$ cat src/rtl/instruction_fetch.sv
// Fetch stage: owns the PC, reads 16-bit words from instruction memory over a
// req/ready handshake and hands each one to the IR with a single-cycle strobe.
module instruction_fetch #(
    parameter int unsigned       PC_W     = 8,
    parameter logic [PC_W-1:0]   RESET_PC = '0
) (
    input  logic            clock,
    input  logic            reset,
    input  logic            run,
    input  logic            stall,
    input  logic            redirect_en,
    input  logic [PC_W-1:0] redirect_pc,
    output logic            mem_req,
    output logic [PC_W-1:0] mem_addr,
    input  logic            mem_ready,
    input  logic [15:0]     mem_rdata,
    output logic [15:0]     instruction_out,
    output logic            IR_in_en,
    output logic [PC_W-1:0] pc_out
);

    typedef enum logic [1:0] {
        IDLE    = 2'd0,
        FETCH   = 2'd1,
        DELIVER = 2'd2
    } state_e;

    state_e          state_q, state_d;
    logic [PC_W-1:0] pc_q, pc_d;
    logic [15:0]     instr_q, instr_d;
    logic [PC_W-1:0] pc_out_q, pc_out_d;

    // Outputs decode straight from registered state, so they are glitch-free
    // with respect to the state flops; IR_in_en alone also looks at stall/redirect.
    assign mem_req         = (state_q == FETCH);
    assign mem_addr        = pc_q;
    assign IR_in_en        = (state_q == DELIVER) && !stall && !redirect_en;
    assign instruction_out = instr_q;
    assign pc_out          = pc_out_q;

    always_comb begin
        // NOTE: every _d gets a hold default first so no path leaves it
        // unassigned; that is what keeps this block from inferring latches.
        state_d  = state_q;
        pc_d     = pc_q;
        instr_d  = instr_q;
        pc_out_d = pc_out_q;

        if (redirect_en) begin
            // Redirect wins over capture, delivery and stall alike.
            pc_d    = redirect_pc;
            state_d = IDLE;
        end else begin
            unique case (state_q)
                IDLE: begin
                    if (run) state_d = FETCH;
                end
                FETCH: begin
                    if (mem_ready) begin
                        instr_d  = mem_rdata;
                        pc_out_d = pc_q;
                        state_d  = DELIVER;
                    end
                end
                DELIVER: begin
                    if (!stall) begin
                        pc_d    = pc_q + PC_W'(1);
                        state_d = run ? FETCH : IDLE;
                    end
                end
                default: state_d = IDLE;
            endcase
        end
    end

    always_ff @(posedge clock) begin
        // NOTE: sequential state uses non-blocking assignments so every flop
        // samples the pre-edge values regardless of statement order.
        if (reset) begin
            state_q  <= IDLE;
            pc_q     <= RESET_PC;
            instr_q  <= 16'h0000;
            pc_out_q <= RESET_PC;
        end else begin
            state_q  <= state_d;
            pc_q     <= pc_d;
            instr_q  <= instr_d;
            pc_out_q <= pc_out_d;
        end
    end

endmodule

$ cat config.mk
export PLATFORM = sky130hd
export DESIGN_NAME = instruction_fetch
export DESIGN_NICKNAME = d
export VERILOG_FILES = /design/src/rtl/instruction_fetch.sv
export SDC_FILE = /design/constraint.sdc
export NUM_CORES = 1
export LEC_CHECK = 0
export ABC_AREA = 1
export CORE_MARGIN = 2
export CORE_UTILIZATION = 38
export DETAILED_ROUTE_END_ITERATION = 8
export PLACE_DENSITY = 0.75
export RECOVER_POWER = 25
export SKIP_CTS_REPAIR_TIMING = 1
export SLEW_MARGIN = 10
export SYNTH_ARGS = -nofsm -noshare
export SYNTH_HDL_FRONTEND = slang
export SYNTH_SLANG_ARGS = --single-unit
$ cat constraint.sdc
create_clock -name clock -period 1 [get_ports clock]
set_input_delay 0.1 -clock clock [delete_from_list [all_inputs] [get_ports clock]]
set_output_delay 0.1 -clock clock [all_outputs]
set_load 0.05 [all_outputs]
---- After elaboration in Yosys (flattened, before gate mapping) ----
Index checks and enable logic that the tools add are counted.
cells by class
  bitwise gates (word level) .............. 1
  reductions and logical operators ........ 10
  $add $sub $neg .......................... 1
  muxes and demuxes ....................... 8
  equal/unequal tests ..................... 6
operator list
  operator                                                                 number
  8-bit two-way mux                                                        3
  8-bit by 1-bit adder with 8-bit output, second input constant            1
  2-bit two-way mux                                                        3
  2-bit one-hot mux with 3 select lines                                    1
  3-bit AND reduction                                                      2
  2-bit by 1-bit inequality test with 1-bit output, second input constant  2
  2-bit inequality test, second input constant                             2
  2-bit by 1-bit equality test with 1-bit output, second input constant    1
  2-bit equality test, second input constant                               1
  1-bit logical AND                                                        2
  1-bit zero test                                                          2
  2-bit zero test                                                          1
  2-bit AND reduction                                                      1
  2-bit nonzero test                                                       1
  2-bit OR reduction                                                       1
  1-bit two-way mux                                                        1
  1-bit inverter                                                           1
word-level totals
  logic and storage cells ................. 30
  flip-flop bits (word level) ............. 34
  output and inout bits ................... 34
  input bits .............................. 30

---- Depth between registers and ports, before layout ----
  word-level depth ........................ 4
  depth in mapped cells ................... 8
  gate-level depth less buffers ........... 7

---- Worst setup path after synthesis ----
Ideal clock, no wire load.
  path kind ............................... flip-flop to flip-flop
  from .................................... register pc_q[1], in the netlist mem_addr[1]
  to ...................................... register pc_q[6], in the netlist mem_addr[6]
  clock period less this slack ............ 1517 ps
  data arrival time ....................... 1400 ps
  slack ................................... -517 ps
  stages on the path, launching flop included .. 7
  buffers on the path ..................... 0
  cells stage by stage .................... dfxtp_1 ha_1 nand3_1 nor2_1 nand2_1 nand3_1 a21oi_1
on the way
  longest elaborated chain between the ends .. 4
ends and longest elaborated chain
  item                                    RTL line  RTL
  from (decl)                             29        logic [PC_W-1:0] pc_q, pc_d;
  from (signal assigned)                  86        pc_q <= pc_d;
  8-bit by 1-bit adder with 8-bit output  67        pc_d = pc_q + PC_W'(1);
  8-bit two-way mux                       66        if (!stall) begin
  8-bit two-way mux                       54        unique case (state_q)
  8-bit two-way mux                       49        if (redirect_en) begin
No other way between the ends. The select of a mux whose other input is x is not followed.
A chain may end at the register's enable or synchronous reset.

---- Worst setup path in the final report ----
  from .................................... register state_q[0]
  to ...................................... output IR_in_en
on the way
  longest elaborated chain between the ends .. 3
ends and longest elaborated chain
  item                             RTL line  RTL
  from (decl)                      28        state_e state_q, state_d;
  from (signal assigned)           85        state_q <= state_d;
  2-bit equality test              37        assign IR_in_en = (state_q == DELIVER) && !stall && !redirect_en;
  1-bit logical AND (2 in series)  37
  to (decl)                        18        output logic IR_in_en,
No other way between the ends.

==> impl_metrics.toml <==
[setup_path]
critical_path_start_type = "register"
crit_chain = "inv_4, nand3_4, nor2_4, buf_12"
timing.critical_path.slowest_cell_delay_ps = 330
crit_path_top_delay_cell = "dfxtp_2"
worst-endpoint-required_ps = 900
critical_path_class = "register to output port"
timing.critical_path.arrival_ps = 1140
cp_capture_type = "output port"
critPathMaxFanout = 5

[die]
chipWidth_um = 68.59
rows = 23
chipHeight_um = 68.59
initial_core_util = 0.3963
die_area_um2 = 4705
core-area_um2 = 4000
num_io_pins = 64

[synthesis]
netlist_area_um2 = 1585
synth.yosys.seq_area_share = 0.4294
synth_compound_gate_area_share = 0.1792
synth_fa_ha_area_frac = 0.007893
synth_seq_cells = 34
synth_top_family_by_area = "simple AND/OR/NAND/NOR gates"
synth_area_per_cell_um2 = 7.771
post_synth_and_or_nand_nor_area_fraction = 0.2786
synthDistinctLibCells = 23
syn_inst = 204
yosys-mux-area-fraction = 0
synth_warnings = 0
synthesis.nets = 235
xor_xnor_cell_area_share_of_the_yosys_netlist = 0.005525

[power_and_ir_drop]
vdd.ir_drop.worst_v = 0.0005449
pwr_density_cell_nw_per_um2 = 1099
leakage_nw = 1.219

[routing]
drt_pass1_iterations = 4
drt_first_iter_violations = 66
drt_drc_violations_left = 0
num_vias = 1660
routedWlPerCell_um = 12.58
postRouteWirelength_um = 4353
dr_vias_cell = 4.798
drt.antenna.violating_nets = 0

[timing]
least_margin_pin_slew_ps = 211.4
fin_tns_setup_ps = -4409
rsz0062_at_grt = "yes"
hold_ws_ps = 291.6
setup_violations = 37
skew_ps = 6.041
final_max_slew_viol_count = 0
final_worst_path_cycle_share = 1.245
worst_slew_slack_as_a_fraction_of_its_limit = 0.8591
timing.final.crit_period_ps = 1245
hold_violations = 0
timing.final.ws_setup_ps = -244.7
achievable-frequency_ghz = 0.8034

[layout]
layout.core_utilization = 0.7297
post-route-cell-area_um2 = 2919
drive_gt1_frac = 0.4426
num-nets-final = 326
layout-area-overhead-vs-synth_pct = 84.14
antenna_cells = 0
fillers = 283

[grt]
met1_usage = 0.2312
grt.met2_usage = 0.3630
grt_remaining_overflow = 0
maximum_number_of_pins_on_one_net_before_global_route_repair = 21
grt_use_total = 0.2005
grt_most_used_layer = "met2"
grt_pass1_vias = 1699
grt_antenna_before_repair = 0
grtUsageMet3 = 0.03896
grt_pass1_wl_um = 7169

[placed_design]
finalWeightedCongestion = 0.8849
detailed_place.area_um2 = 2740
dp_worst_setup_slack_ps = -340.9
io_buffer_count = 63
dp.final_hpwl_um = 3208

[clock_network]
clk_root_buffer_cell = "clkbuf_8"
cts_sinks = 34
clock_tree.htree_level_count = 2
clk_path_buf_depth = 2
path_clk_slew_ps = 60
cts_tree = "built"
cts_inserted_buffers = 5
clock_insertion_delay_worst_skew_ps = 280

[outcome]
violations = "negative setup slack"
outcome = "finished, violations left"

[min_path]
worstHoldPathType = "input port to register"

[job]
drv.max_cap_violation_count = 0
[critical path: cells and delay by family, from the launching register on]
family        cells  cell delay, ps
simple gates      2             300
flops             1             330
buf+inv           2             250
[state kept, by name, indices dropped and copies added, names as in the netlist]
signal and flops:
instruction_out 16, mem_addr 8, pc_out 8, state_q 2
[path summary, 6_finish.rpt]
| kind | depth (start not counted) | startpoint | end | slack [ps] |
|---|---|---|---|---|
| worst max-delay path | 4 | state_q[0] | IR_in_en | -240 |
| worst min-delay path | 4 | redirect_en | mem_addr[2] | 290 |
| worst max register to register | 7 | state_q[0] | mem_addr[7] | -220 |
| worst min register to register | 2 | pc_out[6] | pc_out[6] | 500 |
[per-layer routing]
layer	wire length, µm	share of wire
met5	0	0
met2	2306	0.53
met3	278	0.064
met1	1715	0.39
met4	53	0.012
[stage by stage]
step / total power, mW / cells
2_1_floorplan: 1.782 / 204
3_3_place_gp: 2.167 / 331
3_5_place_dp: 2.177 / 331
4_1_cts: 3.202 / 339
5_1_grt: 3.313 / 346
6_report: 3.209 / 346
[cells by family after synthesis]
kind of cell,after synthesis
AND/OR/NAND/NOR,99
adder cells (fa/ha/maj),1
AO/OA/AOI/OAI,43
flip-flops,34
XOR/XNOR,1
buffers and inverters,26
[synth_stat cells, drive strengths merged]
master	instances	area (µm²)
inv	16	60.05
clkbuf	1	7.510
nor2	52	240.2
ha	1	12.51
a31oi	1	6.260
xor2	1	8.760
nand4	1	6.260
nand2	34	130.1
buf	9	90.09
nand3	12	65.06
o21ai	28	200.2
a211oi	1	7.510
o21bai	2	15.01
a21oi	11	55.05
dfxtp	34	680.7
[cells in the final DEF, fill, tap and decap left out, types with 3 or more instances in the layout]
| cell | instances |
|---|---|
| a21oi_2 | 4 |
| buf_6 | 9 |
| nor2_1 | 37 |
| buf_4 | 23 |
| nor2_2 | 12 |
| o21ai_1 | 8 |
| a21oi_1 | 7 |
| clkdlybuf4s50_1 | 28 |
| inv_1 | 11 |
| nand2_1 | 32 |
| nor2_4 | 3 |
| dfxtp_2 | 4 |
| o21ai_2 | 18 |
| nand3_1 | 9 |
| clkbuf_4 | 5 |
| buf_12 | 28 |
| dfxtp_4 | 6 |
| dfxtp_1 | 24 |
| clkbuf_8 | 6 |
[layout make-up]
type	count	area [µm²]	share of cell area
tap	50	62.56	0.02143
inverter	16	70.07	0.02400
clock buffer	7	86.33	0.02958
clock inverter	1	5.005	0.001715
multi-input combinational	144	822.0	0.2816
timing repair buffer	94	1165	0.3991
sequential	34	708.2	0.2426
[report_power, final]
| part | switching, mW | internal [mW] |
|---|---|---|
| Sequential | 0.0566 | 1.39 |
| Clock | 0.482 | 0.555 |
| Combinational | 0.349 | 0.373 |
Power figures use the tool's default switching activity.
==> patch 1: new RTL, same settings <==
Set the parameter `PC_W` to 6 (it was 8).
--- a/src/rtl/instruction_fetch.sv
+++ b/src/rtl/instruction_fetch.sv
@@ -3,3 +3,3 @@
 module instruction_fetch #(
-    parameter int unsigned       PC_W     = 8,
+    parameter int unsigned       PC_W     = 6,
     parameter logic [PC_W-1:0]   RESET_PC = '0
Ports: changed (resized mem_addr, pc_out and redirect_pc); port bits go from 64 to 58. No check against the original RTL was run, so the function may have changed too.
==> patch 1 against the original RTL <==
- the run still ends with negative setup slack left
- synthesized cell count is 12% lower
- count of clock-buffer cells in the layout is 1 lower
- synthesized area is 18% lower
- total power is 15% lower
- final area is 8.9% lower
- critical path depth is 3 higher
- routed wire length is 5.7% lower
- setup slack worse by 11 ps
- sequential cell count is 4 lower
- largest cell class unchanged
- largest power group unchanged
==> patch 1: results (changes against the original RTL) <==
* Status: complete, but fails checks (unchanged)
* Violated checks: negative setup slack (unchanged)
* Vias in the first global route at 1,350 (was 1,699)
* Share of cells above drive strength 1 at 50.2% (was 44.3%)
* Dpl hpwl at 2470 µm (was 3210 µm)
* Antenna violations before repair at 0 (unchanged)
* Worst Path Arrival at 1500 ps (was 1140 ps)
* Crit Path Max Fanout at 11 (was 5)
* Gpl congestion at 0.859 (was 0.885)
* Synthesized Nets at 209 (was 235)
* Met2 WL post-DR at 2120 µm (was 2310 µm)
* Most common library cells after synthesis: nor2_1, dfxtp_1, nand2_1 (unchanged)
* Filler cells at 209 (was 283)
* DR top layer: met4 (unchanged)
* Dpl ws at -375 ps (was -341 ps)
* Placed cells at 287 (was 331)
* Num CTS Buffers at 5 (unchanged)
* Vias per inst at 4.89 (was 4.80)
* Leak at 1.11 nW (was 1.22 nW)
* Top FF cell, synth: dfxtp_1 (unchanged)
* Total GRT Usage at 19.0% (was 20.1%)
* Slew Limit Headroom at 84.8% (was 85.9%)
* Root buf cell: clkbuf_4 (was clkbuf_8)
* I/O Buffers at 57 (was 63)
* Post-synthesis average cell area at 7.25 µm² (was 7.77 µm²)
* First-pass GRT wire length at 5960 µm (was 7170 µm)
* Met3 WL at 346 µm (was 278 µm)
* Largest net degree at the start of global routing at 24 (was 21)
* Final worst slack at -255 ps (was -245 ps)
* Worst-path clk slew at 110 ps (was 60 ps)
* Final Setup Violations at 34 (was 37)
* Area contributors post-synth: dfxtp_1, nor2_1, o21ai_0 (was dfxtp_1, nor2_1, o21ai_2)
* Seq/Total Area, Yosys at 46.0% (was 42.9%)
* Worst VDD drop at 722 µV (was 545 µV)
* WL/cell at 13.4 µm (was 12.6 µm)
* Unique cell type count in the Yosys netlist at 22 (was 23)
* Wire length on met1 at 1580 µm (was 1720 µm)
* Skew-Pair Late Insertion Delay at 340 ps (was 280 ps)
* Routed WL at 4110 µm (was 4350 µm)
* Worst Skew at 8.72 ps (was 6.04 ps)
* Initial DRC Count at 55 (was 66)
* Worst Hold Class: in -> reg (unchanged)
* Internal power at 0.00191 W (was 0.00232 W)
* Pre-antenna DRT Iters at 4 (unchanged)
* Placed Area at 0.00231 mm² (was 0.00274 mm²)
-- patch 1: cell types whose count changed after synthesis, moves of 3 or more --
cell / unedited run / this run
buf_2: 6 / 1
o21ai_2: 16 / 0
nand2_1: 33 / 29
nor2_1: 40 / 50
nor2_2: 9 / 3
dfxtp_1: 34 / 30
o21ai_0: 3 / 24
buf_6: 0 / 5
buf_12: 3 / 0
nand3_1: 11 / 8
a21oi_1: 11 / 4
o21ai_1: 9 / 0
-- patch 1: power by group through the flow --
stage          logic, W  registers (W)  clock network (W)
2_1_floorplan  0.000144        0.00141                  0
3_3_place_gp   0.000574        0.00131                  0
3_5_place_dp   0.000579        0.00131                  0
4_1_cts        0.000581        0.00129           0.000796
5_1_grt        0.000692        0.00129           0.000882
6_report       0.000654        0.00129           0.000796
-- patch 1: area by class of cell --
class                   instances  share of cell area [%]
flip-flops and latches         30                    24.5
multi-input cells             129                    28.4
inverters                      13                    2.21
repair inverters                1                   0.423
clock inverters                 2                   0.423
clock buffers                   6                    1.93
repair buffers                 80                    40.0
well taps                      46                    2.16
-- patch 1: worst max-delay path: stages (launching register included) --
cell and delay (ps):
dfxtp_4 380, nor2_4 120, nand2_2 80, nor2_4 190
buf_6 140, inv_8 70, o21ai_2 110, nor2_1 60
-- patch 1: per-stage QoR --
stage	hold slack [ps]	setup TNS [ps]	utilization, %
floorplan	155	-7580	-
global placement	513	-8030	69.9
detailed placement	516	-9300	69.9
CTS	333	-4350	71.8
global route	274	-7970	80.3
finish	271	-5690	80.3
-- patch 1: path summary, 6_finish.rpt --
check	from	endpoint	slack [ps]	depth (start not counted)
worst max-delay path	state_q[1]	pc_out[3]	-260	7
worst min-delay path	redirect_en	state_q[1]	270	4
worst max register to register	state_q[1]	pc_out[3]	-260	7
worst min register to register	instruction_out[12]	instruction_out[12]	510	2
-- patch 1: routing by layer --
metal / GRT usage (%) / up-vias
li1: - / 734
met1: 23.4 / 709
met2: 29.8 / 52
met3: 8.29 / 7
met4: 5.83 / 0
met5: 0 / -
-- patch 1: kinds of logic (layout without fill, tap and decap cells) --
logic type,after synthesis,after routing,share of synthesized area (%)
fa+ha+maj,1,1,0.959
buf+inv,21,102,9.01
xor+xnor,1,1,0.671
simple gates,96,96,30.8
flops,30,30,46.0
compound gates,31,31,12.6
==> patch 2: new RTL, same flow settings <==
Without the edit above. Reset style: asynchronous (`reset`), changed in one clocked block.
--- a/src/rtl/instruction_fetch.sv
+++ b/src/rtl/instruction_fetch.sv
@@ -75,3 +75,3 @@
 
-    always_ff @(posedge clock) begin
+    always_ff @(posedge clock or posedge reset) begin
         // NOTE: sequential state uses non-blocking assignments so every flop
Function: differs if reset is asserted again (counterexample within 4 cycles, from zero or initial values and one cycle with reset high); with reset held inactive, the same outputs for 10 cycles.
==> patch 2 against the original RTL <==
- the run still ends with negative setup slack left
- maximum frequency down 3.0%
- non-clock buffer count up 1
- routed wire length rose by 12%
- synthesized cell count shrank 5.4%
- die area grew 0.96%
- synthesized area grew 1.0%
- setup slack got worse by 38 ps
- sequential cell count did not move
- critical path depth up 1
- final area grew 15%
- critical path type is now reg -> reg
Power is not compared: it rests on default switching activity, and its combinational part moved more than twofold at a synthesized area within 25%.
==> patch 2: results (changes against the original RTL) <==
* Status: complete, but fails checks (unchanged)
* Violated checks: negative setup slack (unchanged)
* Dpl hpwl at 2850 µm (was 3210 µm)
* Total GRT Usage at 18.4% (was 20.1%)
* Unique cell type count in the Yosys netlist at 20 (was 23)
* Top FF cell, synth: dfrtp_1 (was dfxtp_1)
* Crit Path Max Fanout at 8 (was 5)
* Largest net degree at the start of global routing at 35 (was 21)
* Worst Path Arrival at 1460 ps (was 1140 ps)
* Final Setup Violations at 45 (was 37)
* Share of cells above drive strength 1 at 53.4% (was 44.3%)
* Gpl congestion at 0.793 (was 0.885)
* Async set or reset register ratio after synthesis at 100% (was 0%)
* Reg2reg start: state_q[1] (was state_q[0])
* Placed Area at 0.00282 mm² (was 0.00274 mm²)
* Vias in the first global route at 1,431 (was 1,699)
* First-pass GRT wire length at 6370 µm (was 7170 µm)
* Met1 Usage GRT at 22.7% (was 23.1%)
* Worst Tran Pin Value at 447 ps (was 211 ps)
* Vias per inst at 4.79 (was 4.80)
* Met2 Use GR at 29.6% (was 36.3%)
* Synthesized Nets at 224 (was 235)
* Met3 Resource Use GR at 6.66% (was 3.90%)
* Cells on worst reg2reg path at 5 (was 7)
* Worst Skew at 3.42 ps (was 6.04 ps)
* Area contributors post-synth: dfrtp_1, nand2_1, inv_1 (was dfxtp_1, nor2_1, o21ai_2)
* Final worst slack at -283 ps (was -245 ps)
* Hold Crit Start: mem_rdata[15] (was redirect_en)
* Routed WL at 4860 µm (was 4350 µm)
* Initial DRC Count at 108 (was 66)
patch 2: cell types whose count changed in the layout (fill, tap and decap cells not counted), moves of 8 or more:
cell | unedited run | this run
buf_12 | 28 | 36
buf_4 | 23 | 14
dfrtp_1 | 0 | 15
dfrtp_2 | 0 | 19
dfxtp_1 | 24 | 0
inv_1 | 11 | 30
nand2_4 | 0 | 20
nor2_1 | 37 | 7
nor2_2 | 12 | 2
patch 2: worst max-delay path, cell delays in order, from the launching register on:
cell       delay [ps]
dfrtp_2           460
nor2_4            130
nand3_4           210
clkbuf_16         250
nand2_2            60
o21ai_1            70
patch 2: final cells by class:
type | count | area [µm²]
clock buffers | 6 | 82.6
clock inverters | 2 | 12.5
fillers | 201 | 667
inverters | 34 | 128
multi-input cells | 119 | 855
flip-flops and latches | 34 | 875
well taps | 50 | 62.6
repair buffers | 95 | 1350
patch 2: routing by layer:
metal / wire (µm) / up-vias / part of all wire [%]
met4: 102 / 0 / 2.1
met2: 2550 / 57 / 53
met5: 0 / - / 0
met1: 1890 / 756 / 39
met3: 316 / 11 / 6.5
li1: - / 803 / -
patch 2: logic make-up (layout without fill, tap and decap cells):
group           after synthesis  count (layout)  share of synthesized area, %
compound gates               37              37                          14.0
fa+ha+maj                     1               1                         0.781
simple gates                 81              81                          21.0
buf+inv                      40             137                          11.1
flops                        34              34                          53.1
patch 2: metrics by stage:
stage                     hold WS, ps  total power (W)  std cells  setup slack, ps  setup TNS [ps]
final                             358          0.00759        340             -283           -8390
after global routing              364          0.00794        340             -339          -10700
after CTS                         162          0.00701        330             -401           -5570
after detailed placement          469          0.00593        322             -297           -8270
after global placement            470          0.00588        322             -256           -7120
after floorplan                   172          0.00380        193             -369           -9020
patch 2: how the worst max path moves through the flow:
stage | cells past startpoint | to | slack [ps]
floorplan | 6 | pc_out[7] | -370
global placement | 7 | mem_addr[7] | -260
detailed placement | 7 | mem_addr[7] | -300
CTS | 4 | IR_in_en | -400
global route | 5 | instruction_out[14] | -340
finish | 5 | instruction_out[14] | -280
patch 2: power groups by stage:
stage	Sequential [W]	Combinational (W)	Clock [W]
finish	0.00233	0.00420	0.00106
global route	0.00238	0.00440	0.00116
CTS	0.00214	0.00377	0.00110
detailed placement	0.00217	0.00376	0
global placement	0.00216	0.00372	0
floorplan	0.00326	0.000540	0
